$ cat config.mk
export PLATFORM = sky130hd
export DESIGN_NAME = fifo16x4
export DESIGN_NICKNAME = d
export VERILOG_FILES = /design/src/rtl/fifo16x4.sv
export SDC_FILE = /design/constraint.sdc
export NUM_CORES = 1
export LEC_CHECK = 0
export ABC_AREA = 1
export CORE_UTILIZATION = 55
export DETAILED_ROUTE_END_ITERATION = 10
export PLACE_DENSITY_LB_ADDON = 0.2
export SKIP_LAST_GASP = 1
export SLEW_MARGIN = 20
export SYNTH_ARGS = -nofsm -noshare
export SYNTH_HDL_FRONTEND = slang
export SYNTH_SLANG_ARGS = --single-unit
$ cat constraint.sdc
create_clock -name CLK -period 4.6 [get_ports CLK]
set_input_delay 0.69 -clock CLK [delete_from_list [all_inputs] [get_ports CLK]]
set_output_delay 0.69 -clock CLK [all_outputs]
set_load 0.01 [all_outputs]
$ cat src/rtl/fifo16x4.sv
// 16-word x 4-bit show-ahead FIFO with count, level flags and optional
// sticky overflow/underflow flags (enable with FIFO16X4_ERRFLAGS_EN).
//
// Ports:
//   CLK          clock, all state changes on rising edge
//   RESET        synchronous active-high reset
//   WRE, DI      write request and 4-bit write data
//   RDE          read request, pops the head word
//   DO           head word (valid while EMPTY=0)
//   CNT          stored word count 0..16
//   FULL, EMPTY  CNT==16 / CNT==0
//   ALMOST_FULL  CNT >= AF_LEVEL
//   ALMOST_EMPTY CNT <= AE_LEVEL
//   OVF, UDF     sticky error flags (constant 0 unless macro defined)
module fifo16x4 #(
  parameter logic [4:0] AF_LEVEL = 5'd12,
  parameter logic [4:0] AE_LEVEL = 5'd4
) (
  input  logic       CLK,
  input  logic       RESET,
  input  logic       WRE,
  input  logic [3:0] DI,
  input  logic       RDE,
  output logic [3:0] DO,
  output logic [4:0] CNT,
  output logic       FULL,
  output logic       EMPTY,
  output logic       ALMOST_FULL,
  output logic       ALMOST_EMPTY,
  output logic       OVF,
  output logic       UDF
);

  logic [3:0] mem [16];
  logic [3:0] wr_ptr;
  logic [3:0] rd_ptr;
  logic [4:0] cnt;
  logic       wr_ok;
  logic       rd_ok;

  // Flags come from the registered count only.
  assign FULL         = (cnt == 5'd16);
  assign EMPTY        = (cnt == 5'd0);
  assign ALMOST_FULL  = (cnt >= AF_LEVEL);
  assign ALMOST_EMPTY = (cnt <= AE_LEVEL);
  assign CNT          = cnt;
  assign DO           = mem[rd_ptr];

  // A full FIFO still takes a write when a read frees a slot the same
  // edge; an empty FIFO never reads, so DI is not bypassed to DO.
  assign rd_ok = RDE && !EMPTY;
  assign wr_ok = WRE && (!FULL || RDE);

  always_ff @(posedge CLK) begin
    if (!RESET && wr_ok) begin
      mem[wr_ptr] <= DI;
    end
  end

  always_ff @(posedge CLK) begin
    if (RESET) begin
      wr_ptr <= 4'd0;
      rd_ptr <= 4'd0;
      cnt    <= 5'd0;
    end else begin
      if (wr_ok) begin
        wr_ptr <= wr_ptr + 4'd1;
      end
      if (rd_ok) begin
        rd_ptr <= rd_ptr + 4'd1;
      end
      unique case ({wr_ok, rd_ok})
        2'b10:   cnt <= cnt + 5'd1;
        2'b01:   cnt <= cnt - 5'd1;
        default: cnt <= cnt;
      endcase
    end
  end

`ifdef FIFO16X4_ERRFLAGS_EN
  logic ovf_q;
  logic udf_q;

  always_ff @(posedge CLK) begin
    if (RESET) begin
      ovf_q <= 1'b0;
      udf_q <= 1'b0;
    end else begin
      if (WRE && FULL && !RDE) begin
        ovf_q <= 1'b1;
      end
      if (RDE && EMPTY) begin
        udf_q <= 1'b1;
      end
    end
  end

  assign OVF = ovf_q;
  assign UDF = udf_q;
`else
  assign OVF = 1'b0;
  assign UDF = 1'b0;
`endif

endmodule

Word level (Yosys, flattened, before mapping)
Memory sizes are Yosys's and may differ from the RTL's. A register that Yosys moved wholly into a read port is not among the register bits. Index checks and enable logic that the tools add are counted.

Register bits after elaboration: 13. Latch bits: 0. Memory bits (writable): 64. Memory bits (read-only): 0. Output and inout bits: 15. Logic and storage cells: 27. Memories: 1.

$add $sub $neg: 4. Multipliers: 0. Div/mod/pow operators: 0. Magnitude comparators: 2. Eq/ne operators: 3. Shift-type cells: 0. Multiplexer cells: 5. Bitwise logic cells: 0. Reduce and logical (&&, ||, !) cells: 9.

Memory list: mem (words 16, width 4, rd ports 1, clocked after Yosys merged registers in 1, wr ports 1, line 34) `logic [3:0] mem [16];`.

Operator list (number): one-hot mux 5 bit (2 select lines) (1); adder 4 x 1 -> 4 bit (second input constant) (2); two-way mux 4 bit (2); adder 5 x 1 -> 5 bit (second input constant) (1); equality test 5 bit (second input constant) (1); >= comparator 5 x 4 -> 1 bit (second input constant) (1); less-or-equal comparator 5 x 3 -> 1 bit (second input constant) (1); logical NOT 5 bit (1); subtractor 5 x 1 -> 5 bit (second input constant) (1); logical AND 1 bit (3); logical NOT 1 bit (3); equality test 2 x 1 -> 1 bit (second input constant) (1); equality test 2 bit (second input constant) (1); two-way mux 1 bit (2); nonzero test 2 bit (1); logical OR 1 bit (1).

Depth between registers and ports, before layout
Depth in word-level cells: 7. Depth in mapped cells: 12. Gate-level depth less buffers: 12.

Least setup slack after synthesis
No wires, ideal clock.

Path type: input -> register. From: input port RDE. To: register cnt[4] (netlist: CNT[4]). Arrival time: 2.123 ns. Slack: 2.362 ns. Stages: 10. Cells stage by stage: inv_1 -> nand4_4 -> nand2_1 -> ha_1 -> ha_1 -> or2_2 -> nand3_1 -> nand2_1 -> o21ai_0 -> inv_1.

Cells in the longest elaborated chain, start to end: 4.

RTL lines: start, declared (line 23) `input logic RDE,`; logical OR 1 bit (line 52) `assign wr_ok = WRE && (!FULL || RDE);`; logical AND 1 bit (line 52); equality test 2 x 1 -> 1 bit or equality test 2 bit (tied branches) (line 72) `unique case ({wr_ok, rd_ok})`; one-hot mux 5 bit (2 select lines) or nonzero test 2 bit (tied branches); end signal, assigned (line 73) `2'b10: cnt <= cnt + 5'd1;`; end signal, assigned (line 74) `2'b01: cnt <= cnt - 5'd1;`; end signal, assigned (line 75) `default: cnt <= cnt;`; end, declared (line 37) `logic [4:0] cnt;`.

Several ways; a longest one is shown, not always the timed one. A chain may end at the register's enable or synchronous reset.

==> impl_metrics.toml <==
[outcome]
status = "complete, no violations"

[clock_tree]
cts_buffers = 9
cts_root_buf = "clkbuf_8"
post_cts_buffers = 0
clk_latency_ns = 0.35
cts.path.max_buffers = 2
path_clk_slew_ns = 0.07
postCtsHoldBufs = 0
cts_max_level = 3
cts_sinks = 81
cts-resized-gates = 0
cts_tree = "built"

[die]
pin_count = 23
fp.coreArea_sq_mm = 0.00679
die_area_sq_mm = 0.00735
initial_utilization_pct = 56.8
fp.dieW_um = 85.8
die_y_um = 85.8
num_rows = 30

[route]
drtIter0Drc = 211
routed-via-count = 2726
wl_mm = 7.22
routedWlPerCell_um = 13.3
drc = 0
first_pass_iters = 5
via_per_inst = 5.01
ant_nets = 0

[global_routing]
grt_pass1_vias = 2476
grt.met2_usage_pct = 34.5
use_met1_pct = 29.0
grt_max_degree = 34
grt.total_usage_pct = 21.7
grt_overflow = 0
grt.met3_usage_pct = 5.77
grt_antenna_before_repair = 0
grt_pass1_wl_mm = 11.9
grt.busiest_layer = "met2"

[pwr]
power_leakage_nw = 1.86
ir_drop_mv = 0.383
p_clk_share_pct = 23.3
seqPwrFrac_pct = 44.5
p_comb_share_pct = 32.2
power.share.switching_pct = 33.7
power.switching_w = 0.000684
p_per_area_mw_per_mm2 = 475
p_int_w = 0.00135
power_w = 0.00203

[sta]
fin_worst_skew_ns = 0.00961
period_needed_ns = 3.09
fin_tns_setup_ns = 0
hold_violations = 0
worst_pin_slew_ns = 0.709
relSlewSlack_pct = 52.6
rsz0062_at_grt = "false"
period_share_pct = 67.2
slew_violations = 0
max_freq_mhz = 324
setup_viol = 0

[logic_synthesis]
yosysMostFrequentCell = "nand2_1"
syn_inst = 425
synth_edf_count = 64
ys.flop_type = "edfxtp_1"
yosys-top-cells-count = "nand2_1 (120), inv_1 (73), edfxtp_1 (64), nand3_1 (59), nor2_1 (36)"
ys_types = 26
yosysSeqAreaShare_pct = 58.6
ys_warn_count = 0
async_reset_ff_share_pct = 0
synth_top_area_cell = "edfxtp_1"
yosysTopAreaCellShare_pct = 49.8
ys_seq_elements = 81
synth.area.top_cells = "edfxtp_1 (50%), nand2_1 (12%), dfxtp_1 (8.8%), nand3_1 (7.7%), inv_1 (7.1%)"
netlist_area_sq_mm = 0.00386
syn_area_per_cell_sq_um = 9.08

[placement]
place_hpwl_mm = 4.84
gp_congestion = 0.894
io_buffers = 20
detailed_place.area_sq_mm = 0.00409

[run]
drv_cap = 0

[finish]
final_area_sq_mm = 0.00428
diodes = 0
synthToLayoutAreaGrowth_pct = 10.8
nets = 461
fillers = 575
drive_gt1_share_pct = 5.36

[worst_setup_path]
crit_chain = "buf_4, inv_2, nand2_1, nand2_1, nand2_1, nand3_1, nand3_1, nand2_1, clkdlybuf4s50_1"
crit_slowest_cell = "clkdlybuf4s50_1"
timing.rr.end = "CNT[4]$_SDFFE_PP0P_"
cp-end-kind = "output pin"
r2r-start = "CNT[4]$_SDFFE_PP0P_"
start_kind = "flip-flop"
r2r_slack_ns = 2.31
critPathKind = "reg -> out"
required_ns = 3.91
slowest_delay_ns = 0.53
reg2reg_depth = 11
path_common_cell = "nand2_1"
cp_max_fo = 33
arrival_ns = 2.40

[min_path]
hold-path-cell-count = 2
min_to = "rd_ptr[1]$_SDFFE_PP0P_"
hold_class = "reg -> reg"
min_from = "rd_ptr[1]$_SDFFE_PP0P_"
-- registers in the layout, indices dropped and copies added (netlist names), named ones only --
| register | cells |
|---|---|
| rd_ptr | 4 |
| wr_ptr | 4 |
| mem | 64 |
| CNT | 5 |
-- worst max path at each step --
stage,endpoint,slack [ns],cells past startpoint,startpoint
CTS,DO[1],1.52,9,flip-flop
global route,DO[0],1.30,9,flip-flop
floorplan,CNT[4]$_SDFFE_PP0P_,2.36,10,RDE
finish,DO[1],1.51,9,flip-flop
global placement,CNT[4]$_SDFFE_PP0P_,1.74,11,RDE
detailed placement,CNT[4]$_SDFFE_PP0P_,1.65,11,RDE
-- through the flow --
step                utilization [%]  setup slack (ns)  hold WS (ns)  instances
finish                         62.9              1.51         0.541        544
global route                   62.9              1.30         0.564        544
CTS                            62.9              1.52         0.539        544
detailed placement             60.2              1.65         0.523        528
global placement               60.2              1.74         0.521        528
floorplan                         -              2.36         0.470        426
-- power groups by stage --
| stage | Sequential (W) | Clock [W] | Combinational, W |
|---|---|---|---|
| after CTS | 0.000904 | 0.000485 | 0.000654 |
| final | 0.000904 | 0.000474 | 0.000654 |
| after detailed placement | 0.000919 | 0 | 0.000651 |
| after global placement | 0.000918 | 0 | 0.000638 |
| after floorplan | 0.000898 | 0 | 0.000454 |
| after global routing | 0.000913 | 0.000516 | 0.000734 |
-- kinds of logic (layout without fill, tap and decap cells) --
logic type | Yosys count | count (layout) | synth area share, %
AO/OA/AOI/OAI | 17 | 17 | 2.27
XOR/XNOR | 3 | 3 | 0.681
adder cells (fa/ha/maj) | 10 | 10 | 3.44
buffers and inverters | 90 | 112 | 9.86
flip-flops | 81 | 81 | 58.6
other | 1 | 2 | 0.0972
AND/OR/NAND/NOR | 223 | 223 | 25.0
-- critical path: cells and delay by family, from the launching register on --
| kind | cells | cell delay, ns |
|---|---|---|
| buffers and inverters | 3 | 1.20 |
| flip-flops | 1 | 0.30 |
| AND/OR/NAND/NOR | 6 | 0.54 |
-- placed cells by master (no fill, tap or decap) --
cell               n
nand2_1          120
inv_1             73
edfxtp_1          64
nand3_1           59
nor2_1            36
clkdlybuf4s50_1   20
dfxtp_1           17
a21oi_1           10
clkbuf_8          10
ha_1               9
o21ai_0            6
xor2_1             3
clkinv_2           3
inv_2              2
conb_1             2
clkbuf_1           2
nor2_2             1
nor2_4             1
nand3_2            1
nand2_2            1
nand4_4            1
nand3_4            1
nor4_1             1
a211oi_1           1
or2_2              1
fa_1               1
clkbuf_16          1
buf_4              1
-- final cells by class --
class                   count  area [sq um]  area share [%]
inverters                  75           282            6.58
clock buffers              13           170            3.98
clock inverters             3          15.0           0.351
well taps                  96           120            2.81
repair buffers             21           208            4.86
flip-flops and latches     81          2260            52.9
multi-input cells         255          1220            28.5
-- per-layer routing --
metal | up-vias | part of all wire [%]
met1 | 1241 | 46
met3 | 15 | 5.4
met5 | - | 0
met4 | 0 | 1.3
li1 | 1381 | -
met2 | 89 | 48
(Power assumes the default switching activity.)
